==> src/rtl/gry_cnt_rcvr.sv <==
// gry_cnt_rcvr: synchronizes a foreign-domain gray count, converts it to binary and
// checks every observed change for a legal single +1 gray step.
module gry_cnt_rcvr #(
  parameter int WIDTH       = 8,
  parameter int SYNC_STAGES = 2,
  parameter int EVT_WIDTH   = 8
) (
  input  logic                 clk,
  input  logic                 rst,
  input  logic [WIDTH-1:0]     rst_val,
  input  logic [WIDTH-1:0]     gry_cnt_in,
  input  logic                 clr,
  output logic [WIDTH-1:0]     gry_cnt_sync,
  output logic [WIDTH-1:0]     bin_cnt,
  output logic                 inc_pls,
  output logic                 err_pls,
  output logic                 err_sticky,
  output logic                 locked,
  output logic [EVT_WIDTH-1:0] evt_cnt
);
  localparam int FW = $clog2(SYNC_STAGES);
  localparam logic [FW-1:0] FILL_LAST = FW'(SYNC_STAGES - 1);
  typedef enum logic [1:0] {FILL, TRACK, ERR} state_e;
  function automatic logic [WIDTH-1:0] g2b(input logic [WIDTH-1:0] g);
    logic [WIDTH-1:0] b;
    b[WIDTH-1] = g[WIDTH-1];
    for (int i = WIDTH - 2; i >= 0; i--) b[i] = b[i+1] ^ g[i];
    return b;
  endfunction
  logic [WIDTH-1:0] sync_q [SYNC_STAGES];
  logic [WIDTH-1:0] prev_q, bin_q, bin_d, diff;
  logic [EVT_WIDTH-1:0] evt_q, evt_d;
  logic [FW-1:0] fill_q, fill_d;
  logic inc_q, inc_d, err_q, err_d, sticky_q, sticky_d, chg, legal, bad;
  state_e state_q, state_d;
  always_ff @(posedge clk) begin
    if (rst) begin
      for (int i = 0; i < SYNC_STAGES; i++) sync_q[i] <= rst_val;
    end else begin
      sync_q[0] <= gry_cnt_in;
      for (int i = 1; i < SYNC_STAGES; i++) sync_q[i] <= sync_q[i-1];
    end
  end
  assign gry_cnt_sync = sync_q[SYNC_STAGES-1];
  assign diff  = gry_cnt_sync ^ prev_q;
  assign chg   = |diff;
  assign legal = $onehot(diff) && (g2b(gry_cnt_sync) == g2b(prev_q) + WIDTH'(1));
  assign bad   = chg && !legal;
  assign bin_d = chg ? g2b(gry_cnt_sync) : bin_q;
  // An error always beats clr; clr with a legal step in TRACK restarts the tally at 1.
  always_comb begin
    state_d  = state_q;
    fill_d   = fill_q;
    evt_d    = evt_q;
    sticky_d = sticky_q;
    inc_d    = 1'b0;
    err_d    = 1'b0;
    case (state_q)
      FILL: begin
        fill_d  = fill_q + 1'b1;
        state_d = (fill_q == FILL_LAST) ? TRACK : FILL;
      end
      TRACK: begin
        inc_d    = legal;
        err_d    = bad;
        sticky_d = bad | (sticky_q & ~clr);
        state_d  = bad ? ERR : TRACK;
        evt_d    = clr ? EVT_WIDTH'(legal) : (legal && evt_q != '1) ? evt_q + 1'b1 : evt_q;
      end
      ERR: begin
        err_d    = bad;
        sticky_d = bad | (sticky_q & ~clr);
        state_d  = (clr && !bad) ? TRACK : ERR;
        evt_d    = clr ? '0 : evt_q;
      end
      default: state_d = FILL;
    endcase
  end
  always_ff @(posedge clk) begin
    if (rst) begin
      prev_q   <= rst_val;
      bin_q    <= g2b(rst_val);
      inc_q    <= 1'b0;
      err_q    <= 1'b0;
      sticky_q <= 1'b0;
      evt_q    <= '0;
      fill_q   <= '0;
      state_q  <= FILL;
    end else begin
      prev_q   <= gry_cnt_sync;
      bin_q    <= bin_d;
      inc_q    <= inc_d;
      err_q    <= err_d;
      sticky_q <= sticky_d;
      evt_q    <= evt_d;
      fill_q   <= fill_d;
      state_q  <= state_d;
    end
  end
  assign bin_cnt    = bin_q;
  assign inc_pls    = inc_q;
  assign err_pls    = err_q;
  assign err_sticky = sticky_q;
  assign evt_cnt    = evt_q;
  assign locked     = (state_q == TRACK);
endmodule

==> config.mk <==
export PLATFORM = sky130hd
export DESIGN_NAME = gry_cnt_rcvr
export DESIGN_NICKNAME = d
export VERILOG_FILES = /design/src/rtl/gry_cnt_rcvr.sv
export SDC_FILE = /design/constraint.sdc
export NUM_CORES = 1
export LEC_CHECK = 0
export BUFFER_PORTS_ARGS = -buffer_cell sky130_fd_sc_hd__buf_2
export CORE_MARGIN = 2
export CORE_UTILIZATION = 51
export CTS_CLUSTER_DIAMETER = 80
export DETAILED_ROUTE_END_ITERATION = 16
export GPL_TIMING_DRIVEN = 0
export PLACE_DENSITY = 0.76
export RECOVER_POWER = 25
export SETUP_SLACK_MARGIN = 0.4
export SYNTH_ARGS = -nofsm -noshare
export SYNTH_HDL_FRONTEND = slang
export SYNTH_SLANG_ARGS = --single-unit
==> constraint.sdc <==
create_clock -name clk -period 3.9 [get_ports clk]
set_input_delay 0.39 -clock clk [delete_from_list [all_inputs] [get_ports clk]]
set_output_delay 0.39 -clock clk [all_outputs]
set_load 0.01 [all_outputs]
After elaboration in Yosys (flattened, before gate mapping)
Memory sizes are Yosys's and may differ from the RTL's.
Cells that the tools add are included.
Storage, ports and cells
  flip-flop bits (word level): 30
  latch bits: 0
  memory bits (writable): 16
  memory bits (read-only): 0
  output and inout port bits: 28
  logic and storage cells: 85
  memories: 1
Cells by class
  add/subtract/negate cells: 10
  multiply operators: 0
  divide/modulo/power cells: 0
  magnitude comparators: 0
  equality and inequality tests: 7
  shift-type cells: 0
  multiplexer cells: 16
  bitwise operators: 29
  reduce and logical (&&, ||, !) cells: 14
Memory list
  sync_q: depth 2, bits a word 8, rd ports 2, clocked after memory_dff 0, write ports 2, RTL line 30  | logic [WIDTH-1:0] sync_q [SYNC_STAGES];
Operator list (count)
  $mux W8: 8
  $xor A1 B1 Y1: 21
  $add A8 B1 Y8 const B: 2
  $pmux W8 S2: 1
  $add A1 B1 Y2: 4
  $eq A8 B8 Y1: 1
  $ne A8 B8 Y1 const B: 1
  $reduce_or A8 Y1: 1
  $xor A8 B8 Y8: 1
  $add A2 B2 Y3: 2
  $pmux W2 S3: 1
  $reduce_or A2 Y1: 3
  $add A3 B3 Y4: 1
  $eq A4 B1 Y1 const B: 1
  $logic_and A1 B1 Y1: 4
  $mux W1: 4
  $mux W2: 2
  $reduce_bool A2 Y1: 2
  $ne A3 B2 Y1 const B: 1
  $not A1 Y1: 3
  $or A1 B1 Y1: 3
  $reduce_and A3 Y1: 1
  $eq A2 B1 Y1 const B: 1
  $eq A2 B2 Y1 const B: 1
  other kinds (5): 6

Logic depth before layout (Yosys ltp)
  depth in word-level cells: 16
  depth in mapped cells: 18
  gate-level depth less buffers: 18

Worst setup path after synthesis
No wires, ideal clock.
  kind: reg-to-reg
  start: memory sync_q[1][1] (netlist: sync_q[0][9])
  end: register evt_q[1] (netlist: evt_cnt[1])
  library setup time: 60 ps
  data arrival time: 4211 ps
  path slack: -371 ps
  cell stages (with the launch flop): 17
  buffers on the path: 1
  period minus slack after synthesis: 4271 ps
  cell sequence: dfxtp_1 > clkbuf_1 > xor2_1 > fa_1 > inv_1 > fa_1 > fa_1 > inv_1 > ha_1 > inv_1 > fa_1 > nand4b_1 > a211o_1 > a211oi_2 > o211ai_2 > or4_1 > nand2_1
RTL lines
  start: declaration: RTL line 30
  end signal: assignment: RTL line 95  | evt_q <= evt_d;
  end: declaration: RTL line 32  | logic [EVT_WIDTH-1:0] evt_q, evt_d;

==> metrics.md <==
| Metric | Value |
|---|---|
| Yosys warnings | 0 |
| Final Max Tran Viols | 0 |
| Worst vdd ir | roughly 0.24 mV |
| RSZ-0062 raised after global routing | true |
| Grt ovf | 0 |
| Status | finished with violations |
| DR pass1 iterations | 4 |
| Type of the most critical hold path | primary input to flop |
| Clk_lat worst skew | 0.30 ns |
| Synthesized cell area | 2766 um^2 |
| Sequential power share | 35.6% |
| Fin util | approximately 63% |
| DRT iter0 DRCs | between 100 and 150 |
| Fin Clk Skew | 0.001975 ns |
| Total track usage | 20.63% |
| Synthesized instance count | between 300 and 400 |
| Distinct cell type count after synthesis | 47 |
| Gate power share | 47.4% |
| Ys async rst share | 0% |
| Final Critical Period | 4.349 ns |
| Post-DP HPWL | between 4000 and 5000 um |
| CTS tree | yes |
| Layout cells sized above 1 | ~20% |
| Core box area | a little over 5000 um^2 |
| Setup CP Type | flop to flop |
| Clk sinks | 46 |
| Die area | 6030 um^2 |
| Critical Path RT | about 4.1 ns |
| Final hold violation count | 0 |
| Most frequent cells in the layout | inv_1 (46), dfxtp_1 (37), buf_2 (29) |
| Vias in the first global route | 2126 |
| # DRC | 0 |
| Worst setup EP type | flop |
| Sw frac | 38.49% |
| CTS Buffer Depth | 2 |
| Yosys reg bits | 46 |
| Internal | roughly 1.0 mW |
| # hold bufs at CTS | 0 |
| Number of flops mapped to enable cells by yosys | 8 |
| Synth Flop Type | dfxtp_1 |
| Clk root buf | clkbuf_8 |
| Final worst slack | -0.4486 ns |
| NumNets Final | about 400 |
| Die height | 77.65 um |
| CTS clock-pin slew for the worst setup and hold paths | approximately 0.080 ns |
| Area growth, synth to finish | 17.91% |
| Initial core utilization | between 50% and 60% |
| Ant diodes | 0 |
| P_leak | around 1.5 nW |
| Failing checks | negative setup slack |
| IO Port Bufs | 46 |
| # setup viols final | 13 |
| Cell Area, Placed | 3104 um^2 |
| H-tree depth | 2 |
| Post-DRT Antenna Nets | 0 |
| WL/cell | 14.00 um |
| Post-route design area | between 3000 and 4000 um^2 |
| Io pins | 47 |
| Syn avg cell area | about 9 um^2 |
| CTS Buf Count | 5 |
| Pre-CTS setup slack | -0.5402 ns |
| Max-cap violations | 0 |
| Net Switching | ~0.64 mW |
| DRT Wirelength | ~6000 um |
| Worst EP arrival | around 4.6 ns |
| Final Cycle Share | 111.5% |
| Syn Nets | between 300 and 400 |
| Max frequency | about 230 MHz |
| Power Density | 509.4 nW/um^2 |
| Most common cell after layout, fill and taps aside | inv_1 |
| Global-route wire length before repair | a little under 10000 um |
| Sequential-to-total area share from yosys stat | a little over a third |
| Power share of the clock group | around 17% |
| Die W | 77.65 um |
| Initial antenna violation count | 0 |
| Critical Path Source Type | flop |
| GP Congestion | 0.8566 |
| Worst-path fanout max | 7 |
| Row cnt | 26 |
| Relative slew slack | 36.50% |
| Pin count of the biggest net entering global routing | 14 |
| Routed vias | between 2000 and 2500 |
| Via density per instance | between 5 and 6 |
| Slew @ Worst Pin | about 0.94 ns |
final cells by class:
cell class              count  area, um^2
inverters                  47       176.4
plain buffers              18       116.4
well taps                  70       87.58
flip-flops and latches     46        1002
clock inverters             2       8.758
fillers                   457        1911
multi-input cells         190        1567
repair buffers             49       231.5
clock buffers               6       72.57
sequential cells by signal, summed over array words and instances (netlist names):
name	count
prev_q	8
err_pls	1
err_sticky	1
fill_q	1
bin_cnt	8
sync_q	16
state_q	2
inc_pls	1
evt_cnt	8
power groups by stage:
stage | logic, mW | registers, mW | clock network [mW]
6_report | 0.787 | 0.591 | 0.283
5_1_grt | 0.874 | 0.600 | 0.304
4_1_cts | 0.784 | 0.589 | 0.287
3_5_place_dp | 0.761 | 0.598 | 0
3_3_place_gp | 0.725 | 0.596 | 0
2_1_floorplan | 0.567 | 0.608 | 0
per-layer routing:
metal	vias up	global-route usage, %	routed length, um	part of all wire (%)
met5	-	0	0	0
met4	0	8.750	141	2.4
met3	13	3.256	187	3.1
met2	51	34.74	2964	49
met1	1029	26.21	2697	45
li1	1102	-	-	-
cells in the mapped netlist (all sizes together) (3+ instances only):
cell type	count	area, um^2
and2	3	18.77
nand2	23	86.33
nor2	15	56.30
dfxtp	38	760.7
xnor3	3	68.81
xnor2	17	148.9
inv	47	176.4
o21ai	30	150.1
nand4b	3	26.28
nor4	6	43.79
xor3	3	71.32
buf	9	71.32
a21oi	6	30.03
ha	15	187.7
clkbuf	9	33.78
nand3	8	40.04
nand4	3	18.77
or2	4	25.03
mux2i	8	80.08
fa	4	80.08
or3	5	31.28
edfxtp	8	240.2
xor2	12	120.1
what timing repair did:
| action | 4_1_cts | 5_1_grt |
|---|---|---|
| gates resized for setup | 8 | 6 |
| pin swaps | 3 | 3 |
| endpoints found under the setup margin | 13 | 13 |
| buffers inserted | 1 | 2 |
critical path, stage by stage, from the launching register on:
cell,delay [ns]
dfxtp_2,0.34
buf_8,0.12
xor2_4,0.18
fa_1,0.51
inv_1,0.05
fa_1,0.46
fa_1,0.48
inv_1,0.07
ha_2,0.18
inv_2,0.04
fa_1,0.51
nand4b_1,0.10
a211o_1,0.24
a211oi_2,0.27
o211ai_2,0.22
or4_1,0.44
nand2_1,0.08
through the flow:
step / hold slack [ns] / total power [mW] / setup TNS (ns) / cells
2_1_floorplan: 0.4154 / 1.175 / -2.097 / 301
3_3_place_gp: 0.4161 / 1.321 / -4.770 / 417
3_5_place_dp: 0.4273 / 1.359 / -5.819 / 417
4_1_cts: 0.3184 / 1.659 / -5.401 / 426
5_1_grt: 0.3312 / 1.778 / -7.812 / 428
6_report: 0.3217 / 1.662 / -5.072 / 428
worst paths after layout:
path | from | endpoint | slack (ns) | cells past startpoint
worst min-delay path | gry_cnt_in[0] | sync_q[0][0]$_DFF_P_ | 0.32 | 3
worst max register to register | sync_q[0][9]$_DFF_P_ | evt_cnt[1]$_SDFFE_PP0P_ | -0.45 | 16
worst max-delay path | sync_q[0][9]$_DFF_P_ | evt_cnt[1]$_SDFFE_PP0P_ | -0.45 | 16
worst min register to register | sync_q[0][7]$_DFF_P_ | sync_q[0][15]$_DFF_P_ | 0.44 | 2
logic make-up (layout without fill, tap and decap cells):
logic type / after synthesis / count (layout) / share of synthesized area, %
adder cells (fa/ha/maj): 19 / 19 / 9.679
XOR/XNOR: 35 / 35 / 14.79
AND/OR/NAND/NOR: 80 / 80 / 15.65
AO/OA/AOI/OAI: 48 / 48 / 10.63
multiplexers: 8 / 8 / 2.895
flip-flops: 46 / 46 / 36.18
buffers and inverters: 65 / 122 / 10.18
(Power assumes the default switching activity.)
